$ cat src/rtl/spi_ep_pkg.sv
// Shared widths, the idle endpoint code and the select-FSM state type for the SPI endpoint slave.
package spi_ep_pkg;
    localparam int EP_W   = 8;
    localparam int BYTE_W = 8;
    localparam logic [EP_W-1:0] EP_NONE = 8'd0;

    typedef enum logic {
        SEL_IDLE,
        SEL_ACTIVE
    } sel_state_e;
endpackage

$ cat src/rtl/spi_pin_sync.sv
// Pin synchroniser for sclk/mosi/csel with sclk edge pulses on the synchronised clock.
// Latency: SYNC_STAGES cycles; the edge pulses are valid in the cycle the new level emerges.
module spi_pin_sync
    import spi_ep_pkg::*;
#(
    parameter int SYNC_STAGES = 2
) (
    input  logic            clk,
    input  logic            reset,
    input  logic            sclk_i,
    input  logic            mosi_i,
    input  logic [EP_W-1:0] csel_i,
    output logic            sclk_rise_o,
    output logic            sclk_fall_o,
    output logic            mosi_o,
    output logic [EP_W-1:0] csel_o
);
    logic [SYNC_STAGES-1:0]           sclk_q;
    logic [SYNC_STAGES-1:0]           mosi_q;
    logic [SYNC_STAGES-1:0][EP_W-1:0] csel_q;
    logic                             sclk_prev_q;

    // Idle values on reset so that no spurious edge or selection appears afterwards.
    always_ff @(posedge clk) begin
        if (reset) begin
            sclk_q      <= '1;
            mosi_q      <= '0;
            csel_q      <= '0;
            sclk_prev_q <= 1'b1;
        end else begin
            sclk_q      <= {sclk_q[SYNC_STAGES-2:0], sclk_i};
            mosi_q      <= {mosi_q[SYNC_STAGES-2:0], mosi_i};
            csel_q      <= {csel_q[SYNC_STAGES-2:0], csel_i};
            sclk_prev_q <= sclk_q[SYNC_STAGES-1];
        end
    end

    assign sclk_rise_o =  sclk_q[SYNC_STAGES-1] & ~sclk_prev_q;
    assign sclk_fall_o = ~sclk_q[SYNC_STAGES-1] &  sclk_prev_q;
    assign mosi_o      = mosi_q[SYNC_STAGES-1];
    assign csel_o      = csel_q[SYNC_STAGES-1];
endmodule

$ cat src/rtl/spi_ep_slave.sv
// SPI mode-3 slave turning the pins into an endpoint-tagged byte stream; no backpressure.
// rx_valid / spi_miso follow their sclk pin edge by SYNC_STAGES+1 clk cycles.
module spi_ep_slave
    import spi_ep_pkg::*;
#(
    parameter int SYNC_STAGES = 2,
    parameter int CSEL_STABLE = 3
) (
    input  logic              clk,
    input  logic              reset,
    input  logic              spi_sclk,
    input  logic              spi_mosi,
    output logic              spi_miso,
    input  logic [EP_W-1:0]   spi_csel,
    output logic [EP_W-1:0]   ep_sel,
    output logic              ep_start,
    output logic              ep_stop,
    output logic              rx_valid,
    output logic [BYTE_W-1:0] rx_data,
    input  logic [BYTE_W-1:0] tx_data,
    output logic              tx_load
);
    localparam int STAB_W = $clog2(CSEL_STABLE + 1);
    localparam logic [STAB_W-1:0] STAB_MAX = STAB_W'(CSEL_STABLE);
    localparam int BCNT_W = $clog2(BYTE_W);
    localparam logic [BCNT_W-1:0] BIT_LAST = BCNT_W'(BYTE_W - 1);

    logic            sclk_rise;
    logic            sclk_fall;
    logic            mosi_s;
    logic [EP_W-1:0] csel_s;

    spi_pin_sync #(
        .SYNC_STAGES (SYNC_STAGES)
    ) u_pin_sync (
        .clk         (clk),
        .reset       (reset),
        .sclk_i      (spi_sclk),
        .mosi_i      (spi_mosi),
        .csel_i      (spi_csel),
        .sclk_rise_o (sclk_rise),
        .sclk_fall_o (sclk_fall),
        .mosi_o      (mosi_s),
        .csel_o      (csel_s)
    );

    sel_state_e        state_q;
    logic [EP_W-1:0]   ep_sel_q;
    logic [EP_W-1:0]   csel_prev_q;
    logic [STAB_W-1:0] stab_cnt_q;
    logic [STAB_W-1:0] stab_cnt_d;
    logic [BCNT_W-1:0] bit_cnt_q;
    logic [BYTE_W-1:0] rx_sr_q;
    logic [BYTE_W-1:0] tx_sr_q;
    logic [BYTE_W-1:0] rx_data_q;
    logic              ep_start_q;
    logic              ep_stop_q;
    logic              rx_valid_q;
    logic              tx_load_q;
    logic              miso_q;
    logic              take;

    always_comb begin
        stab_cnt_d = stab_cnt_q;
        if (csel_s != csel_prev_q) begin
            stab_cnt_d = '0;
        end else if (stab_cnt_q != STAB_MAX) begin
            stab_cnt_d = stab_cnt_q + 1'b1;
        end
    end

    // csel_prev_q is the filtered value: it has held for CSEL_STABLE cycles when the counter saturates.
    assign take = (stab_cnt_q == STAB_MAX) && (csel_prev_q != ep_sel_q);

    always_ff @(posedge clk) begin
        if (reset) begin
            state_q     <= SEL_IDLE;
            ep_sel_q    <= EP_NONE;
            csel_prev_q <= EP_NONE;
            stab_cnt_q  <= '0;
            bit_cnt_q   <= '0;
            rx_sr_q     <= '0;
            tx_sr_q     <= '0;
            rx_data_q   <= '0;
            ep_start_q  <= 1'b0;
            ep_stop_q   <= 1'b0;
            rx_valid_q  <= 1'b0;
            tx_load_q   <= 1'b0;
            miso_q      <= 1'b0;
        end else begin
            ep_start_q  <= 1'b0;
            ep_stop_q   <= 1'b0;
            rx_valid_q  <= 1'b0;
            tx_load_q   <= 1'b0;
            csel_prev_q <= csel_s;
            stab_cnt_q  <= stab_cnt_d;
            case (state_q)
                SEL_IDLE: begin
                    miso_q <= 1'b0;
                    if (take) begin
                        ep_sel_q  <= csel_prev_q;
                        bit_cnt_q <= '0;
                        if (csel_prev_q != EP_NONE) begin
                            ep_start_q <= 1'b1;
                            state_q    <= SEL_ACTIVE;
                        end
                    end
                end
                SEL_ACTIVE: begin
                    // A switch to another endpoint keeps the old ep_sel here; IDLE picks up the new one next cycle.
                    if (take) begin
                        ep_stop_q <= 1'b1;
                        miso_q    <= 1'b0;
                        bit_cnt_q <= '0;
                        state_q   <= SEL_IDLE;
                        if (csel_prev_q == EP_NONE) begin
                            ep_sel_q <= EP_NONE;
                        end
                    end else if (sclk_fall) begin
                        if (bit_cnt_q == '0) begin
                            tx_sr_q   <= tx_data;
                            tx_load_q <= 1'b1;
                            miso_q    <= tx_data[BYTE_W-1];
                        end else begin
                            tx_sr_q <= {tx_sr_q[BYTE_W-2:0], 1'b0};
                            miso_q  <= tx_sr_q[BYTE_W-2];
                        end
                    end else if (sclk_rise) begin
                        rx_sr_q   <= {rx_sr_q[BYTE_W-2:0], mosi_s};
                        bit_cnt_q <= bit_cnt_q + 1'b1;
                        if (bit_cnt_q == BIT_LAST) begin
                            rx_data_q  <= {rx_sr_q[BYTE_W-2:0], mosi_s};
                            rx_valid_q <= 1'b1;
                        end
                    end
                end
                default: state_q <= SEL_IDLE;
            endcase
        end
    end

    assign spi_miso = miso_q;
    assign ep_sel   = ep_sel_q;
    assign ep_start = ep_start_q;
    assign ep_stop  = ep_stop_q;
    assign rx_valid = rx_valid_q;
    assign rx_data  = rx_data_q;
    assign tx_load  = tx_load_q;
endmodule

$ cat config.mk
export PLATFORM = sky130hd
export DESIGN_NAME = spi_ep_slave
export DESIGN_NICKNAME = d
export VERILOG_FILES = /design/src/rtl/spi_ep_pkg.sv /design/src/rtl/spi_pin_sync.sv /design/src/rtl/spi_ep_slave.sv
export SDC_FILE = /design/constraint.sdc
export NUM_CORES = 1
export LEC_CHECK = 0
export CORE_AREA = 2 2 81 122
export DETAILED_ROUTE_END_ITERATION = 7
export DIE_AREA = 0 0 83 124
export GPL_TIMING_DRIVEN = 0
export PLACE_DENSITY_LB_ADDON = 0.25
export SYNTH_ARGS = -nofsm -noshare
export SYNTH_HDL_FRONTEND = slang
export SYNTH_SLANG_ARGS = --single-unit
$ cat constraint.sdc
create_clock -name clk -period 2.8 [get_ports clk]
set_clock_uncertainty 0.1 [all_clocks]
set_input_delay 0.56 -clock clk [delete_from_list [all_inputs] [get_ports clk]]
set_output_delay 0.56 -clock clk [all_outputs]
set_load 0.01 [all_outputs]
Word-level counts from Yosys, hierarchy flattened
Cells that the tools add are included.
{"block": "totals", "reg_bits": 70, "input_bits": 20, "elab_cells": 74}
{"block": "op_classes", "add_sub_neg": 2, "eq_ne": 11, "n_mux": 21, "bitwise_logic": 8, "n_reduce_logical": 14}
{"operator": "$mux W8", "n": 3}
{"operator": "$ne A8 B8 Y1", "n": 2}
{"operator": "$pmux W8 S2", "n": 1}
{"operator": "$mux W3", "n": 4}
{"operator": "$mux W1", "n": 9}
{"operator": "$ne A3 B2 Y1 const B", "n": 3}
{"operator": "$reduce_and A3 Y1", "n": 3}
{"operator": "$logic_not A8 Y1", "n": 1}
{"operator": "$reduce_bool A8 Y1", "n": 1}
{"operator": "$mux W7", "n": 1}
{"operator": "$not A1 Y1", "n": 6}
{"operator": "$pmux W3 S2", "n": 1}
{"operator": "$reduce_or A2 Y1", "n": 3}
{"operator": "$reduce_and A5 Y1", "n": 1}
{"operator": "$reduce_or A5 Y1", "n": 1}
{"operator": "$ne A2 B1 Y1 const B", "n": 2}
{"operator": "$ne A2 B2 Y1 const B", "n": 2}
{"operator": "$pmux W1 S2", "n": 2}
{"operator": "$reduce_and A4 Y1", "n": 1}
{"operator": "$reduce_or A4 Y1", "n": 1}
{"operator": "$add A3 B1 Y3 const B", "n": 1}
{"operator": "$eq A3 B3 Y1 const B", "n": 1}
{"operator": "$logic_not A3 Y1", "n": 1}
{"operator": "$add A2 B1 Y2 const B", "n": 1}
{"operator": "3 further kinds", "n": 4}

Logic depth before layout (Yosys ltp)
Gate-level depths: netlist of run 1.
{"block": "depth", "word_depth": 6, "mapped_depth": 8, "depth_no_buf": 7}

Cells and area by module
Synthesis of run 1 repeated with hierarchy kept, for this count alone.
{"block": "hier_totals", "hier_cells": 277, "area_unflattened_um2": 2785.2}
{"module": "spi_ep_slave", "instances": 1, "cells_each": 223, "area_per_inst_um2": 2144.6, "seq_area_each_um2": 980.9}
{"module": "spi_pin_sync", "instances": 1, "cells_each": 54, "area_per_inst_um2": 640.6, "seq_area_each_um2": 420.4}

Worst setup path before layout of run 1
No wires, ideal clock.
{"block": "synth_timing", "path_kind": "input -> register", "startpoint": "input reset", "endpoint": "register ep_start_q, in the netlist ep_start", "arrival_ps": 1354, "required_time_ps": 2568, "path_slack_ps": 1214, "stages": 4, "path_buffers": 3, "path_cell_list": "clkbuf_1 -> clkbuf_1 -> clkbuf_1 -> nor3_1"}
{"block": "synth_between", "elab_chain_len": 1}
{"element": "from (decl)", "line": "spi_ep_slave.sv:10", "text": "input logic reset,"}
{"element": "$reduce_or A2 Y1 (no line)"}
{"element": "to (signal assigned)", "line": "spi_ep_slave.sv:85", "text": "ep_start_q <= 1'b0;"}
{"element": "to (signal assigned)", "line": "spi_ep_slave.sv:91", "text": "ep_start_q <= 1'b0;"}
{"element": "to (signal assigned)", "line": "spi_ep_slave.sv:104", "text": "ep_start_q <= 1'b1;"}
{"element": "to (decl)", "line": "spi_ep_slave.sv:56", "text": "logic ep_start_q;"}
Every way passes these cells.
A chain may end at the register's enable or synchronous reset.

Final worst setup path of run 1
{"block": "layout_timing", "startpoint": "register ep_sel_q[5], in the netlist ep_sel[5]", "endpoint": "output ep_sel[5]"}
{"element": "from (decl)", "line": "spi_ep_slave.sv:48", "text": "logic [EP_W-1:0] ep_sel_q;"}
{"element": "from (signal assigned)", "line": "spi_ep_slave.sv:101", "text": "ep_sel_q <= csel_prev_q;"}
{"element": "to (decl)", "line": "spi_ep_slave.sv:15", "text": "output logic [EP_W-1:0] ep_sel,"}
No word-level cell between the ends.

==> run_results.csv, run 1 <==
group,metric,value,unit
sta,grt_setup_unrepaired,"no",
placed_design,hpwl,3550,um
placed_design,dp_cells,406,
cts,cts_setup_buffers,0,
grt,grt_pass1_vias,1767,
grt,grt_max_degree,12,
power,leakage,1.35,nW
synth,yosys-top-cells-area,"dfxtp_1 52%, mux2i_1 9.3%, nor2b_1 6.7%",
layout,multiInputGateArea,0.00117,mm2
setup_path,critical-path-top-delay-family,"buffers and inverters",
sta,hold_viol,0,
grt,grt_pass1_wl,8300,um
cts,hold_buffers,0,
cts,cts-buffers-inserted,9,
die,die-area,0.0103,mm2
synth,syn_area,0.00269,mm2
setup_path,slowest_stage,"clkdlybuf4s50_1",
grt,antenna_found_initial,0,
layout,n_fill_cell,926,
route,drt_iter0_drc,48,
sta,max_clock_freq,0.515,GHz
synth,synthTopCellsByCount,"70 x dfxtp_1, 29 x nor2b_1, 25 x mux2i_1",
die,rows,43,
placed_design,port_buffers,39,
sta,slew_headroom,67.5,%
sta,tns,0,ps
layout,num_antenna_cells,0,
grt,grt_overflow,0,
die,die_w,83,um
hold_path,min_path_type,"reg2reg",
setup_path,crit_path_end_kind,"output port",
synth,postSynthAreaPerCell,10.6,um2
die,die_h,124,um
synth,syn-num-nets,279,
route,num_vias,1812,
route,wl,5030,um
grt,grt_util_all_layers,10.5,%
power,power_density,658,mW/mm2
cts,htree_levels,3,
route,ant_nets,0,
grt,use_met2,17.9,%
setup_path,slowest_delay,560,ps
power,peakVddDrop,0.322,mV
sta,drv_slew,0,
synth,synthesis.instances,255,
cts,clk_pin_slew,50,ps
cts,cts.sinks,70,
synth,yosysWarnings,0,
cts,root_buffer,"clkbuf_16",
route,drc,0,
route,routed_via_density,4.30,
synth,synth_top_area_cell,"dfxtp_1",
layout,drive_above_1_share,9.71,%
cts,clk_latency,320,ps
placed_design,gp_congestion,0.758,
die,start_util,29.3,%
layout,regArea,0.00140,mm2
layout,syn2layout_area_growth,31.7,%
status,status,"completed",
cts,cts.repair.resized,0,
setup_path,worstPathCellList,"clkdlybuf4s50_1",
synth,synth-seq-cells,70,
route,drt-wirelength-per-cell,11.9,um
sta,setup_violations,0,
setup_path,required,2140,ps
grt,global_route.usage.met1,11.3,%
synth,synth_most_common_cell,"dfxtp_1",
job,maxCapViolCount,0,
route,first_pass_iters,4,
layout,final_nets,329,
cts,clockBufferDepth,2,
synth,yosysUniqueCellTypes,35,
grt,grtUsageMet3,3.31,%
cts,cts_tree,"built",
sta,tightestPinTransition,487,ps
synth,synth_top_area_share,52.0,%
die,num_io_pins,41,
synth,synthFlopType,"dfxtp_1",
synth,ys_seq_area_share,52.0,%
setup_path,startpoint_type,"flop",
sta,period_share,69.3,%
setup_path,cp_num_buf_inv,1,
die,core,0.00920,mm2
setup_path,path_class,"reg2out",
grt,top_usage_layer,"met2",
synth,synth_edf_count,0,
synth,synth_async_sr_flop_share,0,%
setup_path,critPathArrivalTime,1280,ps
sta,period_needed,1940,ps
setup_path,critical_path.max_fanout,3,
layout,final_cells,421,
registers in the layout, summed over array words and instances, names as in the netlist, 2 cells and up:
| signal | cells |
|---|---|
| rx_sr_q | 7 |
| u_pin_sync.mosi_q | 2 |
| ep_sel | 8 |
| rx_data | 8 |
| u_pin_sync.sclk_q | 2 |
| bit_cnt_q | 3 |
| tx_sr_q | 7 |
| stab_cnt_q | 2 |
| u_pin_sync.csel_q | 8 |
| u_pin_sync.csel_o | 8 |
| csel_prev_q | 8 |
worst paths after layout:
path         cells after the start                  from  slack (ps)                    to
max                              1             ep_sel[5]         860             ep_sel[5]
max reg2reg                      5        csel_prev_q[6]        1050             ep_sel[0]
min                              1  u_pin_sync.sclk_q[0]         310  u_pin_sync.sclk_q[1]
min reg2reg                      1  u_pin_sync.sclk_q[0]         310  u_pin_sync.sclk_q[1]
area by class of cell:
cell class                      instances  area share [%]
Sequential cell                        70            39.5
Multi-Input combinational cell        158            33.1
Timing Repair Buffer                   39            11.0
Clock buffer                           12            7.23
Tap cell                              112            3.95
Buffer                                 15            2.05
Clock inverter                          3            1.90
Inverter                               12            1.27
power breakdown:
part           total [mW]  internal [mW]  switching (mW)
clock                1.22          0.823           0.393
sequential           1.02           1.02         0.00957
combinational      0.0921         0.0538          0.0383
total                2.33           1.89           0.441
cell usage in the layout (no fill, tap or decap), types with 2 or more instances in the layout:
master	synthesis	routed
or2_2	4	4
a21oi_1	7	7
xor2_1	2	2
buf_2	4	4
clkbuf_8	0	2
inv_1	11	11
or4_1	2	2
o32ai_1	8	8
dfxtp_1	70	70
a311oi_1	6	6
nand4_1	4	4
nor3_1	2	2
nor2b_1	29	29
mux2i_1	25	25
xnor2_1	16	16
bufinv_16	0	2
nand2b_1	24	24
clkdlybuf4s50_1	0	39
clkbuf_16	0	9
ha_1	4	4
clkbuf_1	9	10
nor2_1	9	9
nand2_1	3	3
logic make-up after synthesis:
kind of cell               after synthesis  synth area share [%]
AOI/OAI and AO/OA                       26                  7.71
xor gates and xnor gates                18                  5.85
adders and majority gates                4                  1.86
buffers and inverters                   27                  4.37
DFF                                     70                  52.0
muxes                                   25                  9.29
and+or+nand+nor                         85                  18.9
per-stage QoR:
step                hold WS (ps)  total power, mW  util, %  worst slack, ps  cell area (um2)
finish                       306             2.33     38.6              860             3550
detailed placement           294             1.14     35.0              731             3220
global route                 347             2.43     38.6              806             3550
floorplan                    289             1.10        -             1210             2690
global placement             299             1.14     35.0              727             3220
CTS                          307             2.37     38.6              832             3550
per-layer routing:
metal  vias up  wire, um
met3         4       178
met2        32      2600
met4         0        92
li1        956         -
met5         -         0
met1       820      2160
Power figures use the tool's default switching activity.
==> run 2, diff against run 1 <==
==> constraint.sdc (replaced) <==
create_clock -name clk -period 2 [get_ports clk]
set_clock_uncertainty 0.1 [all_clocks]
set_input_delay 0.4 -clock clk [delete_from_list [all_inputs] [get_ports clk]]
set_output_delay 0.4 -clock clk [all_outputs]
set_load 0.01 [all_outputs]
==> results of run 2 <==
Same layout as run 1 (identical final DEF). Status: completed.
Main changes from that run: setup slack after placement 731 ps -> 90.7 ps; setup slack after layout 860 ps -> 220 ps; register-to-register setup slack 1050 ps -> 250 ps; total power 2.33 mW -> 3.27 mW; worst IR drop on VDD 0.322 mV -> 0.451 mV
